--- src/rtl/lsu.sv ---
// rtl/lsu.sv - multi-cycle load/store unit with byte-lane steering and error responses
// Sits between decode and a handshaked data-memory bus; one op in flight at a time.
module lsu #(
  parameter int XLEN   = 32,
  parameter int ADDR_W = 32,
  localparam int MASK_W = XLEN / 8
) (
  input  logic              clk,
  input  logic              rst,
  input  logic              req_valid,
  output logic              req_ready,
  input  logic              req_is_store,
  input  logic [1:0]        req_size,
  input  logic              req_unsigned,
  input  logic [ADDR_W-1:0] req_addr,
  input  logic [XLEN-1:0]   req_wdata,
  output logic              resp_valid,
  input  logic              resp_ready,
  output logic [XLEN-1:0]   resp_rdata,
  output logic              resp_err,
  output logic              mem_req_valid,
  input  logic              mem_req_ready,
  output logic [ADDR_W-1:0] mem_addr,
  output logic              mem_wen,
  output logic [XLEN-1:0]   mem_wdata,
  output logic [MASK_W-1:0] mem_wmask,
  input  logic              mem_rsp_valid,
  input  logic [XLEN-1:0]   mem_rsp_rdata,
  input  logic              mem_rsp_err
);
  localparam int OFF_W = $clog2(MASK_W);

  typedef enum logic [1:0] {IDLE, REQ, WAIT, RESP} state_t;

  state_t            state_q, state_d;
  logic              is_store_q, is_store_d;
  logic [1:0]        size_q, size_d;
  logic              uns_q, uns_d;
  logic [OFF_W-1:0]  off_q, off_d;
  logic [ADDR_W-1:0] mem_addr_q, mem_addr_d;
  logic              mem_wen_q, mem_wen_d;
  logic [XLEN-1:0]   mem_wdata_q, mem_wdata_d;
  logic [MASK_W-1:0] mem_wmask_q, mem_wmask_d;
  logic [XLEN-1:0]   resp_rdata_q, resp_rdata_d;
  logic              resp_err_q, resp_err_d;

  logic [2:0]        align_mask;
  logic [MASK_W-1:0] lane_mask;
  logic              bad_req;
  logic [OFF_W-1:0]  req_off;
  logic [XLEN-1:0]   shifted, ext_mask, top_bit, load_data;

  assign req_off = req_addr[OFF_W-1:0];

  always_comb begin
    align_mask = 3'b000;
    lane_mask  = MASK_W'(1);
    case (req_size)
      2'd1: begin align_mask = 3'b001; lane_mask = MASK_W'(3);  end
      2'd2: begin align_mask = 3'b011; lane_mask = MASK_W'(15); end
      2'd3: begin align_mask = 3'b111; lane_mask = '1;          end
      default: ;
    endcase
  end

  assign bad_req = (|(req_addr[2:0] & align_mask)) || ((req_size == 2'd3) && (XLEN == 32));

  // Sign extension from the lane's top bit; a full-width lane has an all-ones mask and passes through.
  always_comb begin
    shifted  = mem_rsp_rdata >> {off_q, 3'b000};
    ext_mask = '1;
    if ((8 << size_q) < XLEN) ext_mask = ~({XLEN{1'b1}} << (8 << size_q));
    top_bit   = ext_mask ^ (ext_mask >> 1);
    load_data = shifted & ext_mask;
    if (!uns_q && (|(shifted & top_bit))) load_data = load_data | ~ext_mask;
  end

  always_comb begin
    state_d      = state_q;
    is_store_d   = is_store_q;
    size_d       = size_q;
    uns_d        = uns_q;
    off_d        = off_q;
    mem_addr_d   = mem_addr_q;
    mem_wen_d    = mem_wen_q;
    mem_wdata_d  = mem_wdata_q;
    mem_wmask_d  = mem_wmask_q;
    resp_rdata_d = resp_rdata_q;
    resp_err_d   = resp_err_q;
    case (state_q)
      IDLE: begin
        if (req_valid) begin
          is_store_d   = req_is_store;
          size_d       = req_size;
          uns_d        = req_unsigned;
          off_d        = req_off;
          resp_rdata_d = '0;
          resp_err_d   = bad_req;
          if (bad_req) begin
            state_d = RESP;
          end else begin
            state_d     = REQ;
            mem_addr_d  = {req_addr[ADDR_W-1:OFF_W], {OFF_W{1'b0}}};
            mem_wen_d   = req_is_store;
            mem_wdata_d = req_wdata << {req_off, 3'b000};
            mem_wmask_d = req_is_store ? (lane_mask << req_off) : '1;
          end
        end
      end
      REQ: begin
        if (mem_req_ready) state_d = WAIT;
      end
      WAIT: begin
        if (mem_rsp_valid) begin
          state_d      = RESP;
          resp_err_d   = mem_rsp_err;
          resp_rdata_d = (is_store_q || mem_rsp_err) ? '0 : load_data;
        end
      end
      RESP: begin
        if (resp_ready) state_d = IDLE;
      end
      default: state_d = IDLE;
    endcase
  end

  always_ff @(posedge clk) begin
    if (!rst) begin
      state_q      <= IDLE;
      is_store_q   <= 1'b0;
      size_q       <= 2'd0;
      uns_q        <= 1'b0;
      off_q        <= '0;
      mem_addr_q   <= '0;
      mem_wen_q    <= 1'b0;
      mem_wdata_q  <= '0;
      mem_wmask_q  <= '0;
      resp_rdata_q <= '0;
      resp_err_q   <= 1'b0;
    end else begin
      state_q      <= state_d;
      is_store_q   <= is_store_d;
      size_q       <= size_d;
      uns_q        <= uns_d;
      off_q        <= off_d;
      mem_addr_q   <= mem_addr_d;
      mem_wen_q    <= mem_wen_d;
      mem_wdata_q  <= mem_wdata_d;
      mem_wmask_q  <= mem_wmask_d;
      resp_rdata_q <= resp_rdata_d;
      resp_err_q   <= resp_err_d;
    end
  end

  // Held low while reset is asserted so decode never sees a spurious accept.
  assign req_ready     = rst && (state_q == IDLE);
  assign mem_req_valid = (state_q == REQ);
  assign resp_valid    = (state_q == RESP);
  assign resp_rdata    = resp_rdata_q;
  assign resp_err      = resp_err_q;
  assign mem_addr      = mem_addr_q;
  assign mem_wen       = mem_wen_q;
  assign mem_wdata     = mem_wdata_q;
  assign mem_wmask     = mem_wmask_q;
endmodule
--- config.mk ---
export PLATFORM = sky130hd
export DESIGN_NAME = lsu
export DESIGN_NICKNAME = d
export VERILOG_FILES = /design/src/rtl/lsu.sv
export SDC_FILE = /design/constraint.sdc
export NUM_CORES = 1
export LEC_CHECK = 0
export ABC_AREA = 0
export CAP_MARGIN = 25
export CORE_ASPECT_RATIO = 0.6
export CORE_MARGIN = 5
export CORE_UTILIZATION = 35
export DETAILED_ROUTE_END_ITERATION = 10
export GPL_TIMING_DRIVEN = 0
export PLACE_DENSITY = 0.77
export SETUP_SLACK_MARGIN = 0.02
export SLEW_MARGIN = 30
export SYNTH_ARGS = -nofsm -noshare
export SYNTH_HDL_FRONTEND = slang
export SYNTH_SLANG_ARGS = --single-unit
--- constraint.sdc ---
create_clock -name clk -period 2.72 [get_ports clk]
set_input_delay 0.544 -clock clk [delete_from_list [all_inputs] [get_ports clk]]
set_output_delay 0.544 -clock clk [all_outputs]
set_load 0.05 [all_outputs]
After elaboration in Yosys (flattened, before gate mapping)
Index checks and enable logic that the tools add are counted.
{"block": "op_classes", "magnitude_cmp": 1, "n_eq_ne": 10, "shifts": 5, "n_mux": 18, "n_bitwise": 8, "reduce_logical": 14}
{"cell": "two-way mux 32 bit", "count": 5}
{"cell": "bitwise AND 32 bit", "count": 2}
{"cell": "NOT 32 bit", "count": 2}
{"cell": "one-hot mux 32 bit (2 select lines)", "count": 1}
{"cell": "less-than comparator 32 x 7 -> 1 bit, second input constant", "count": 1}
{"cell": "OR 32 bit", "count": 1}
{"cell": "OR reduction 32 bit", "count": 1}
{"cell": "left shift 32 x 32 -> 32 bit, first input constant", "count": 1}
{"cell": "left shift 32 x 5 -> 32 bit", "count": 1}
{"cell": "left shift 4 x 2 -> 32 bit, first input constant", "count": 1}
{"cell": ">> shifter 32 x 5 -> 32 bit", "count": 1}
{"cell": "XOR 32 x 31 -> 32 bit", "count": 1}
{"cell": "two-way mux 2 bit", "count": 5}
{"cell": "one-hot mux 3 bit (3 select lines)", "count": 1}
{"cell": "== test 2 bit, second input constant", "count": 4}
{"cell": "one-hot mux 2 bit (4 select lines)", "count": 1}
{"cell": "one-hot mux 4 bit (2 select lines)", "count": 1}
{"cell": "AND reduction 3 bit", "count": 2}
{"cell": "== test 2 x 1 -> 1 bit, second input constant", "count": 2}
{"cell": "two-way mux 4 bit", "count": 1}
{"cell": "!= test 2 x 1 -> 1 bit, second input constant", "count": 2}
{"cell": "!= test 2 bit, second input constant", "count": 2}
{"cell": "AND reduction 4 bit", "count": 1}
{"cell": "left shift 4 x 2 -> 4 bit", "count": 1}
{"cell": "12 further kinds", "count": 15}
{"block": "totals", "reg_bits": 108, "input_bits": 107, "output_inout_bits": 105, "word_cells": 67}

Depth between registers and ports, before layout
{"block": "depth", "ltp_word": 12, "depth_mapped": 9, "mapped_depth_nobuf": 6}

Least setup slack after synthesis
OpenSTA, ideal clock, no wires.
{"block": "synth_timing", "path_type": "input to output", "start": "input rst", "end": "output req_ready", "arrival_time_ns": 1.670, "t_required_ns": 2.176, "setup_slack_ns": 0.506, "cell_stages": 4, "n_path_buf": 2, "cell_sequence": "inv_1 -> buf_2 -> buf_1 -> nor2_1"}
{"block": "synth_via", "elab_chain_len": 1}
{"element": "start: declaration", "line_no": "9", "source": "input logic rst,"}
{"element": "logical AND 1 bit", "line_no": "156", "source": "assign req_ready = rst && (state_q == IDLE);"}
{"element": "end: declaration", "line_no": "11", "source": "output logic req_ready,"}
No other way between the ends.

Worst setup path after layout
Ends and elaborated chain as after synthesis.

==> results by group <==
Outcome
  – Status: completed

Critical path
  – RR Startpoint: state_q[0]
  – FF-to-FF End: resp_rdata[8]
  – CP endpoint kind: primary output
  – Critical path origin: rst
  – Worst Reg2Reg Path Length in Cells: 6
  – Data required, critical path: 2.18 ns
  – Crit-path max FO: 19
  – Crit start category: input pin
  – CP arrival: ~1.9 ns
  – Reg2Reg Setup Slack: just under 0.4 ns
  – Crit Path Class: input pin to primary output

Flow run
  – Max-cap violations: 0

Global route
  – Total GRT Usage: slightly below 20%
  – Largest net degree at the start of global routing: 21
  – Initial antenna violation count: 0
  – Total global routing overflow: 0
  – First-pass GRT wire length: approximately 28000 um
  – Vias in the first global route: between 5000 and 6000

Synth
  – Cell area after synthesis: between 0.005 and 0.006 mm^2
  – Post-synthesis sequential area ratio: 41.5%
  – Yosys top cell area share: 41.5%
  – Post-synth EDFFs: 0
  – Distinct cell type count after synthesis: 52
  – Most area-consuming cells after synthesis: dfxtp_1 41%, mux2i_1 8.8%, nand2_1 7.9%
  – Synth top cells by count: 110 x nand2_1, 108 x dfxtp_1, 46 x mux2i_1
  – Post-synth ARST share: 0%
  – Avg Inst Size Synth: 9.17 um^2
  – Flops & latches, synth: roughly 110
  – Dominant cell type by area after synthesis: dfxtp_1
  – Synthesis Warnings: 0
  – Synth Instances: between 500 and 600
  – Most numerous cell in the Yosys netlist: nand2_1
  – Top FF cell, synth: dfxtp_1

Drt
  – Antenna viol nets, final: 0
  – Routed length per instance: around 18 um
  – DR vias/cell: 5.23
  – Initial DRC count: ~430
  – Post-Route WL: between 15000 and 20000 um
  – Drt pass-1 iters: 4
  – Detailed-route via count: just over 5000
  – DRC Markers: 0

Power and ir drop
  – Leakage power: between 2 and 3 nW
  – Max VDD drop: around 0.47 mV
  – Cell Pwr Density: 682 mW/mm^2

Clock tree
  – H-tree level count: 3
  – Clock Sinks: ~110
  – Clock Root Buffer: clkbuf_16
  – Clk buf depth: 2
  – Post-CTS Setup Inserts: 0
  – CTS tree: yes
  – Clock Latency Late Sink: between 0.3 and 0.4 ns
  – CTS buffer count: 9
  – Clock slew at the register clock pins of the worst setup and hold paths: roughly 0.080 ns
  – Cts hold-fix bufs: 0

Floorplanning
  – Initial Util: between 30% and 40%
  – Die area: around 0.018 mm^2
  – Die W: roughly 170 um
  – Row count: 34
  – Chip height: ~100 um
  – Core area: 0.0145 mm^2
  – Ports: approximately 210

Cells and area
  – # nets final: 897
  – Area Overhead vs Synth: 50.4%
  – Ratio of cells with drive above 1 in the final layout: between 7 and 8%
  – Non-filler cells, final: just under 1000
  – Ant. Diodes: 0

Timing
  – Clk_skew: approximately 0.013 ns
  – Slew Viols, Final: 0
  – Final Hold Vio Count: 0
  – Fin worst setup slack: ~0.27 ns
  – RSZ-0062 raised after global routing: false
  – Tmin final: approximately 2.4 ns
  – Tcrit/Tclk final: around nine tenths
  – F_max: 408 MHz
  – Setup TNS: 0 ns
  – Setup violators final: 0
  – Worst-Margin Slew: 0.894 ns
  – Slew headroom: around two fifths

Placement
  – Routability Congestion: around 0.92
  – Dpl ws: -0.570 ns
  – Hpwl dp: approximately 14000 um
  – # port buffers: a little over 200
  – Placed insts: between 900 and 1000

Worst hold path
  – Worst min-delay path startpoint: mem_wdata[4]
  – Hold crit path type: register to register
  – Worst Hold Endpoint: mem_wdata[4]
  – Hold path cells: 2
-- what timing repair did --
| action | CTS | global route |
|---|---|---|
| setup endpoints to repair | 1 | 1 |
| resized for setup | 1 | 2 |
| cloned | 0 | 0 |
-- cell families (layout without fill, tap and decap cells) --
kind of cell,after synthesis,after routing,share of synthesized area (%)
muxes,72,72,16.3
DFF,108,108,41.5
buffers and inverters,58,280,5.43
other,1,2,0.0720
AOI/OAI and AO/OA,135,135,18.4
and+or+nand+nor,190,190,17.4
adders and majority gates,4,4,0.960
-- layer usage --
layer | part of all wire [%] | wire (um) | GRT usage (%)
met4 | 1.0 | 185 | 3.30
met2 | 39 | 7020 | 26.3
met1 | 49 | 8820 | 29.3
met3 | 12 | 2090 | 8.81
met5 | 0 | 0 | 0
-- critical path: stages --
cell and delay (ns):
clkdlybuf4s50_1 0.41, inv_1 0.19, buf_2 0.41, nor2_1 0.08
clkbuf_2 0.26
-- worst max path at each step --
stage,slack (ns),to
after floorplan,0.51,req_ready
after global placement,-0.56,req_ready
after detailed placement,-0.57,req_ready
after CTS,0.03,req_ready
after global routing,0.18,req_ready
final,0.27,req_ready
-- stage by stage --
stage / cell area [um^2] / hold WS, ns / total power (W) / util, %
after CTS: 7840 / 0.453 / 0.00538 / 53.9
after detailed placement: 7530 / 0.440 / 0.00398 / 51.8
final: 7840 / 0.449 / 0.00535 / 53.9
after global routing: 7840 / 0.466 / 0.00561 / 53.9
after global placement: 7530 / 0.436 / 0.00397 / 51.8
after floorplan: 5220 / 0.437 / 0.00324 / -
-- power breakdown --
part | internal, W | switching [W]
sequential | 0.00174 | 0.000100
clock | 0.000739 | 0.000650
combinational | 0.000762 | 0.00136
total | 0.00324 | 0.00211
-- layout make-up --
cell class	instances	area [um^2]
inverters	6	22.5
fillers	1339	6710
repair buffers	207	2070
clock buffers	9	225
flip-flops and latches	108	2160
well taps	198	248
clock inverters	7	85.1
plain buffers	51	256
multi-input cells	403	2770
-- cell usage in the layout (no fill, tap or decap), types with 6 or more instances in the layout --
cell	instances
nand4_1	26
dfxtp_1	108
clkbuf_1	22
clkbuf_16	9
a221o_1	16
nand2_1	110
mux4_2	8
inv_1	6
a211o_1	7
o21ai_0	9
mux2_1	16
buf_2	19
nor2b_1	13
a22o_1	8
o21ai_1	28
a21oi_1	32
a211oi_1	9
mux2i_1	46
clkdlybuf4s50_1	206
a32oi_1	7
nor2_1	22
-- registers in the layout (all words and copies together), names as in the netlist --
| register | flops |
|---|---|
| mem_wdata | 32 |
| resp_rdata | 32 |
| mem_addr | 30 |
| mem_wmask | 4 |
| off_q | 2 |
| size_q | 2 |
| state_q | 2 |
| is_store_q | 1 |
| mem_wen | 1 |
| resp_err | 1 |
| uns_q | 1 |
Note: power is estimated with default switching activity, not from simulation.
==> RTL change (config.mk and constraints unchanged) <==
Take the reset off `mem_addr_q`, `mem_wdata_q`, `mem_wmask_q` and `resp_rdata_q` and load them in a clocked block of their own.
--- a/src/rtl/lsu.sv
+++ b/src/rtl/lsu.sv
@@ -131,11 +131,7 @@
       size_q       <= 2'd0;
       uns_q        <= 1'b0;
       off_q        <= '0;
-      mem_addr_q   <= '0;
       mem_wen_q    <= 1'b0;
-      mem_wdata_q  <= '0;
-      mem_wmask_q  <= '0;
-      resp_rdata_q <= '0;
       resp_err_q   <= 1'b0;
     end else begin
       state_q      <= state_d;
@@ -143,13 +139,16 @@
       size_q       <= size_d;
       uns_q        <= uns_d;
       off_q        <= off_d;
-      mem_addr_q   <= mem_addr_d;
       mem_wen_q    <= mem_wen_d;
-      mem_wdata_q  <= mem_wdata_d;
-      mem_wmask_q  <= mem_wmask_d;
-      resp_rdata_q <= resp_rdata_d;
       resp_err_q   <= resp_err_d;
     end
+  end
+
+  always_ff @(posedge clk) begin
+    mem_addr_q   <= mem_addr_d;
+    mem_wdata_q  <= mem_wdata_d;
+    mem_wmask_q  <= mem_wmask_d;
+    resp_rdata_q <= resp_rdata_d;
   end
 
   // Held low while reset is asserted so decode never sees a spurious accept.
Function: changed (a bounded check fails within 4 cycles, from zero or initial values and one cycle with rst low).
==> RTL change against the unedited design <==
- sequential cell count unchanged
- area after synthesis decreased by 6.4%
- global-route usage decreased by 2.3 points
- sequential power increased by 36%
- wire length decreased by 19%
- clock power decreased by 4%
- die area decreased by 5.9%
- core utilization increased by 2.1 points
- setup slack improved by 0.010 ns
- final area decreased by 2.3%
- first-iteration DRC count decreased by 24%
- hold slack improved by 0.017 ns
- total power increased by 36%
- register-to-register slack got worse by 0.06 ns
==> RTL change: results (changes against the unedited design) <==
| Metric | Value |
|---|---|
| Psw | `3017 uW (+43%)` |
| WHS Endpoint | `mem_wen` |
| 1st-pass router iterations | `5 (+1)` |
| Nets | `711 (-21%)` |
| Initial antenna violation count | `0 (unchanged)` |
| Compound-gate portion of the synthesized area | `13.75% (-4.6 points)` |
| Sequential cell area fraction in the yosys report | `64.44% (+23 points)` |
| Cell count of the worst reg-to-reg path | `7 (+1)` |
| Mean routed wirelength per cell | `18.45 um (+0.68%)` |
| Clock power frac | `18.5% (-7.5 points)` |
| Number of vias after detailed routing | `3974 (-23%)` |
| Peak fanout along the critical path | `10 (-9)` |
| Multiplexer area fraction after synthesis | `7.491% (-8.8 points)` |
| Synth top area cells | `sky130_fd_sc_hd__edfxtp_1, sky130_fd_sc_hd__mux2i_1, sky130_fd_sc_hd__dfxtp_1` |
| Worst setup timing slack at the placement stage | `-0.2902 ns (+0.2802 ns)` |
| Relative slew slack | `47.75% (+7.8 points)` |
| Leakage power of the design | `0.002706 uW (-5.8%)` |
| Clock Skew | `0.007750 ns (-0.005484 ns)` |
| Power in sequential cells | `2510 uW (+36%)` |
| Count of routing violations after the opening detailed-route iteration | `326 (-24%)` |
| Synth unique cells | `37 (-29%)` |
| Clk pwr | `1340 uW (-4%)` |
| Share of post-route cells with drive strength above 1 | `7.438% (-0.40 points)` |
| Worst voltage drop across the vdd grid | `0.0003912 V (-16%)` |
| Endpoint of the worst register-to-register path | `mem_addr[28]` |
| Hold slack | `0.4658 ns (+0.01696 ns)` |
| Number of inserted filler cells in the final layout | `1131 (-16%)` |
| Slack of the worst reg-to-reg path | `0.33 ns (-0.06 ns)` |
| Post-route non-filler standard cell count | `797 (-19%)` |
| Fraction of the mapped netlist area in adder cells | `1.026% (+0.066 points)` |
| Result of the run | `complete, no violations` |
| Most instantiated cells after synthesis | `sky130_fd_sc_hd__edfxtp_1, sky130_fd_sc_hd__o21ai_0, sky130_fd_sc_hd__mux2i_1` |
| Met3 usage in global routing | `4.758% (-4.1 points)` |
| Largest incremental delay on the critical path | `0.55 ns (+0.14 ns)` |
| Worst hold start | `mem_wen` |
| Launch instance of the worst register-to-register path | `state_q[1]` |
| Placed wire-length estimate | `11600 um (-18%)` |
| Placed Cells incl. Taps | `774 (-21%)` |
| Cell at the slowest stage of the critical path | `sky130_fd_sc_hd__clkdlybuf4s50_1` |
| Global routing met2 resource utilization | `27.50% (+1.2 points)` |
| Overall global routing resource usage | `17.40% (-2.3 points)` |
| Global-route wire length before repair | `22140 um (-20%)` |
| Maximum number of pins on one net before global-route repair | `28 (+33%)` |
RTL change: changes by cell type after synthesis, moves of 16 or more:
cell / unedited run / this run
sky130_fd_sc_hd__nand4_1: 26 / 0
sky130_fd_sc_hd__buf_2: 19 / 2
sky130_fd_sc_hd__o21ai_0: 9 / 37
sky130_fd_sc_hd__nand2_1: 110 / 18
sky130_fd_sc_hd__edfxtp_1: 0 / 98
sky130_fd_sc_hd__a221o_1: 16 / 0
sky130_fd_sc_hd__o21ai_1: 28 / 0
sky130_fd_sc_hd__dfxtp_1: 108 / 10
sky130_fd_sc_hd__mux2_1: 16 / 0
RTL change: routing by layer:
metal	vias up	routed length (um)
met2	175	6827
met3	12	1211
li1	1853	-
met5	-	0
met4	0	179
met1	1934	6484
RTL change: worst max-delay path by stage:
| stage | start | to | slack, ns | cells past startpoint |
|---|---|---|---|---|
| detailed placement | req_size[0] | mem_addr[14] | -0.29 | 6 |
| floorplan | req_valid | resp_rdata[0] | 0.05 | 3 |
| global route | state_q[0] | mem_addr[21] | 0.21 | 7 |
| global placement | req_size[0] | mem_addr[28] | -0.78 | 4 |
| CTS | state_q[1] | mem_addr[14] | 0.04 | 7 |
| finish | rst | req_ready | 0.28 | 4 |
RTL change: layout make-up:
cell class / instances / area, um^2 / area share, %
Tap cell: 192 / 240.2 / 3.139
Sequential cell: 108 / 3143 / 41.07
Clock buffer: 9 / 225.2 / 2.943
Inverter: 5 / 18.77 / 0.2453
Buffer: 28 / 130.1 / 1.700
Timing Repair Buffer: 219 / 2207 / 28.84
Clock inverter: 7 / 80.08 / 1.046
Multi-Input combinational cell: 229 / 1608 / 21.01
RTL change: logic make-up after synthesis:
family / Yosys count
flops: 108
compound gates: 103
simple gates: 85
mux: 35
buf+inv: 33
fa+ha+maj: 4
other cells: 1
